**src/rtl/booth_operand_sequencer.sv**
```systemverilog
// booth_operand_sequencer: feeds one signed 8x8 operand pair per transaction onto the
// Booth multiplier's shared select/multIn bus, waits out its pipeline, and returns the product.
//   clk, reset            rising-edge clock, asynchronous active-high reset
//   in_valid/in_ready     operand handshake carrying in_a (multiplicand) and in_b (multiplier)
//   mult_select/mult_in   multiplier load bus (0 = multiplicand, 1 = multiplier)
//   mult_product          multiplier's registered product
//   out_valid/out_ready   result handshake carrying out_product
//   busy                  high outside IDLE
//   txn_count             completed output handshakes, wrapping
module booth_operand_sequencer #(
    parameter int WAIT_CYCLES = 1
) (
    input  logic        clk,
    input  logic        reset,
    input  logic        in_valid,
    output logic        in_ready,
    input  logic [7:0]  in_a,
    input  logic [7:0]  in_b,
    output logic        mult_select,
    output logic [7:0]  mult_in,
    input  logic [15:0] mult_product,
    output logic        out_valid,
    input  logic        out_ready,
    output logic [15:0] out_product,
    output logic        busy,
    output logic [15:0] txn_count
);
    typedef enum logic [2:0] {IDLE, LOAD_A, LOAD_B, WAIT, CAPTURE, DONE} state_t;
    state_t     state, state_next;
    logic [7:0] a_q, b_q;
    logic [3:0] wait_cnt;

    always_ff @(posedge clk or posedge reset) begin
        if (reset)
            state <= IDLE;
        else
            state <= state_next;
    end

    // Outside LOAD_A the bus keeps rewriting the multiplier register with b_q,
    // so the multiplicand is only ever loaded in LOAD_A.
    always_comb begin
        state_next  = state;
        in_ready    = state == IDLE;
        busy        = state != IDLE;
        mult_select = state != LOAD_A;
        mult_in     = state == LOAD_A ? a_q : b_q;
        case (state)
            IDLE:    state_next = in_valid ? LOAD_A : IDLE;
            LOAD_A:  state_next = LOAD_B;
            LOAD_B:  state_next = WAIT;
            WAIT:    state_next = wait_cnt == 4'd1 ? CAPTURE : WAIT;
            CAPTURE: state_next = DONE;
            DONE:    state_next = out_ready ? IDLE : DONE;
            default: state_next = IDLE;
        endcase
    end

    always_ff @(posedge clk or posedge reset) begin
        if (reset) begin
            a_q         <= '0;
            b_q         <= '0;
            wait_cnt    <= '0;
            out_product <= '0;
            out_valid   <= 1'b0;
            txn_count   <= '0;
        end else begin
            if (state == IDLE && in_valid) begin
                a_q <= in_a;
                b_q <= in_b;
            end
            if (state == LOAD_B)
                wait_cnt <= 4'(WAIT_CYCLES);
            else if (state == WAIT)
                wait_cnt <= wait_cnt - 4'd1;
            if (state == CAPTURE) begin
                out_product <= mult_product;
                out_valid   <= 1'b1;
            end
            if (state == DONE && out_ready) begin
                out_valid <= 1'b0;
                txn_count <= txn_count + 16'd1;
            end
        end
    end
endmodule

```
**config.mk**
```make
export PLATFORM = sky130hd
export DESIGN_NAME = booth_operand_sequencer
export DESIGN_NICKNAME = d
export VERILOG_FILES = /design/src/rtl/booth_operand_sequencer.sv
export SDC_FILE = /design/constraint.sdc
export NUM_CORES = 1
export LEC_CHECK = 0
export CAP_MARGIN = 30
export CORE_ASPECT_RATIO = 0.8
export CORE_MARGIN = 2
export CORE_UTILIZATION = 30
export DETAILED_ROUTE_END_ITERATION = 10
export GPL_TIMING_DRIVEN = 0
export RECOVER_POWER = 100
export SYNTH_ARGS = -nofsm -noshare
export SYNTH_HDL_FRONTEND = slang
export SYNTH_SLANG_ARGS = --single-unit
```
**constraint.sdc**
```tcl
create_clock -name clk -period 1.8 [get_ports clk]
set_input_delay 0.36 -clock clk [delete_from_list [all_inputs] [get_ports clk]]
set_output_delay 0.36 -clock clk [all_outputs]
set_load 0.01 [all_outputs]
```
==> impl_metrics.yaml <==
outcome:
  status: "complete, but fails checks"
  violations: "setup timing"
placed_design:
  dpl_cell_area_um2: 3440
  dpl_worst_slack_ps: -507
  dpl.hpwl_mm: 3.56
  gp_congestion: 0.707
  numPortBuffers: 79
final_layout:
  mostFrequentLayoutCell: "dfrtp_1"
  fin_area_um2: 3690
  syn_to_final_growth_pct: 47.9
  antenna_cells: 0
  drive_gt1_share_pct: 29.4
  most-common-layout-cells: "dfrtp_1 (54), clkdlybuf4s50_1 (45), dlygate4sd3_1 (23)"
  final_nets: 327
die:
  start_util_pct: 31.1
  row_count: 29
  core_um2: 8020
  die_x_um: 106
  dieArea_um2: 9070
  die_y_um: 85.6
  pin_count: 80
sta:
  clock_skew_ps: 9.04
  rsz0062_at_grt: "true"
  final-setup-viol-count: 18
  hold_viol: 0
  slew_headroom_pct: 35.1
  tightest_slew_ps: 972
  max_freq_mhz: 502
  period_needed_ps: 1990
  slew_viol_final: 0
  worst_slack_ps: -191
  finalCritPeriodShare_pct: 111
cts:
  clock_sinks: 56
  clk_path_buf_depth: 2
  cts_made_buffers: 5
  cts_tree: "yes"
  cts-root-buf: "clkbuf_8"
  htree_levels: 2
  insertion_delay_ps: 310
  cts.clk_slew.worst_paths_ps: 110
synth:
  syn_nets: 227
  synthCells: 188
  synth_cell_types: 33
  yosysWarnings: 0
  async_flop_share_pct: 100
  synth-seq-cells: 56
  synthFlopType: "dfrtp_1"
  synth_area_per_cell_um2: 13.3
  syn-cell-area_um2: 2500
  synth_edf_count: 0
  synth_seq_area_share_pct: 56.1
critical_path:
  cpPeakStageDelay_ps: 350
  crit_path_top_delay_cell: "dfrtp_1"
  cp-end-kind: "primary output"
  crit_arrival_ps: 1630
  path_common_cell: "buf_6"
  critical_path.startpoint_type: "flop"
  worstPathMaxFanout: 5
  critPathRequiredTime_ps: 1440
  crit_type: "flop to primary output"
  path_cells: "buf_6, inv_6, nor3_4, buf_6, mux2_4, buf_6"
routing:
  drt_wl_total_mm: 5.22
  avgViaCountPerCell: 4.39
  drt_iter0_drc: 67
  avgRoutedWirePerCell_um: 13.1
  vias: 1744
  antenna_left: 0
  dr.pass1.iters: 5
  drcViolationCount: 0
worst_hold_path:
  hp-class: "flop to flop"
job:
  cap_violations: 0
global_routing:
  antenna_found_initial: 0
  grt_max_degree: 32
  overflow: 0
  grt_usage_pct: 11.9
  grt_pass1_wl_mm: 8.58
  grt_pass1_vias: 1743
power:
  leakage_nw: 1.67
  max-vdd-ir-drop_v: 0.000807
  power_density_nw_per_um2: 1420
[cell type report]
cell class / count / area (um^2)
Timing Repair Buffer: 95 / 950
Multi-Input combinational cell: 120 / 1040
Tap cell: 108 / 135
Clock buffer: 5 / 68.8
Sequential cell: 56 / 1400
Fill cell: 761 / 4330
Clock inverter: 3 / 21.3
Buffer: 3 / 38.8
Inverter: 7 / 31.3
[routing by layer]
layer  global-route usage, %  wire length (um)
met5                       0                 0
met4                    3.83                42
met3                    4.03               362
met2                    17.6              2350
met1                    16.6              2470
[worst max-delay path, delay by kind of cell, from the launching register on]
family / cells / cell delay (ps)
buffers and inverters: 4 / 430
flip-flops: 1 / 350
multiplexers: 1 / 310
AND/OR/NAND/NOR: 1 / 220
[flip-flops by register name, summed over array words and instances, names as in the netlist]
register and count:
a_q 8, b_q 8, out_product 16, out_valid 1, state 3, txn_count 16, wait_cnt 4
[per-stage QoR]
step / power (mW) / util [%] / setup TNS, ps / instances / hold slack (ps)
2_1_floorplan: 3.27 / - / 0 / 188 / 439
3_3_place_gp: 4.30 / 42.7 / -66060 / 375 / 457
3_5_place_dp: 4.34 / 42.9 / -4820 / 376 / 464
4_1_cts: 5.46 / 45.7 / -1630 / 390 / 414
5_1_grt: 5.65 / 46.0 / -6410 / 397 / 490
6_report: 5.25 / 46.0 / -2050 / 397 / 472
[synth_stat cells (2+ instances only)]
cell type | count | area share [%]
buf_4 | 2 | 0.60
nor4_1 | 2 | 0.50
nor2_1 | 5 | 0.75
dfrtp_1 | 56 | 56
nor3_2 | 2 | 0.80
nor3_4 | 2 | 1.3
ha_1 | 3 | 1.5
nor3_1 | 2 | 0.40
o21ai_0 | 8 | 1.6
nand3_1 | 7 | 1.4
nand2_1 | 17 | 2.6
mux2_1 | 2 | 0.90
nand4_1 | 3 | 0.75
inv_1 | 7 | 1.1
mux2_4 | 10 | 6.0
and2_1 | 2 | 0.50
xor2_1 | 6 | 2.1
and3_1 | 2 | 0.50
xnor2_1 | 9 | 3.2
mux2_2 | 28 | 13
[worst paths after layout]
| check | from | to | slack, ps | depth (start not counted) |
|---|---|---|---|---|
| worst max-delay path | state[0]$_DFF_PP0_ | mult_in[5] | -190 | 6 |
| worst min-delay path | txn_count[15]$_DFFE_PP0P_ | txn_count[15]$_DFFE_PP0P_ | 470 | 1 |
| worst max register to register | state[2]$_DFF_PP0_ | out_product[5]$_DFFE_PP0P_ | -70 | 5 |
| worst min register to register | txn_count[15]$_DFFE_PP0P_ | txn_count[15]$_DFFE_PP0P_ | 470 | 1 |
| max in group asynchronous | reset | state[1]$_DFF_PP0_ | 280 | 3 |
| min in group asynchronous | reset | txn_count[0]$_DFFE_PP0P_ | 690 | 2 |
[logic make-up after synthesis]
logic type	Yosys count	share of synthesized area [%]
compound gates	12	2.66
xor+xnor	15	5.26
fa+ha+maj	3	1.50
buf+inv	12	2.91
flops	56	56.1
mux	40	19.5
simple gates	50	12.0
[what timing repair did]
item / in CTS / in global routing
hold buffers: 0 / 0
resized for setup: 68 / 5
setup endpoints to repair: 11 / 23
cloned: 1 / 1
pin swaps: 2 / 4
hold endpoints to repair: 0 / 0
buffers inserted: 6 / 9
[report_power, final]
group          switching (mW)  total, mW  leakage [nW]  internal, mW
Combinational           0.954       2.54         0.920          1.59
Clock                   0.432      0.709        0.0445         0.278
Sequential              0.279       2.00         0.703          1.72
Power figures use the tool's default switching activity.
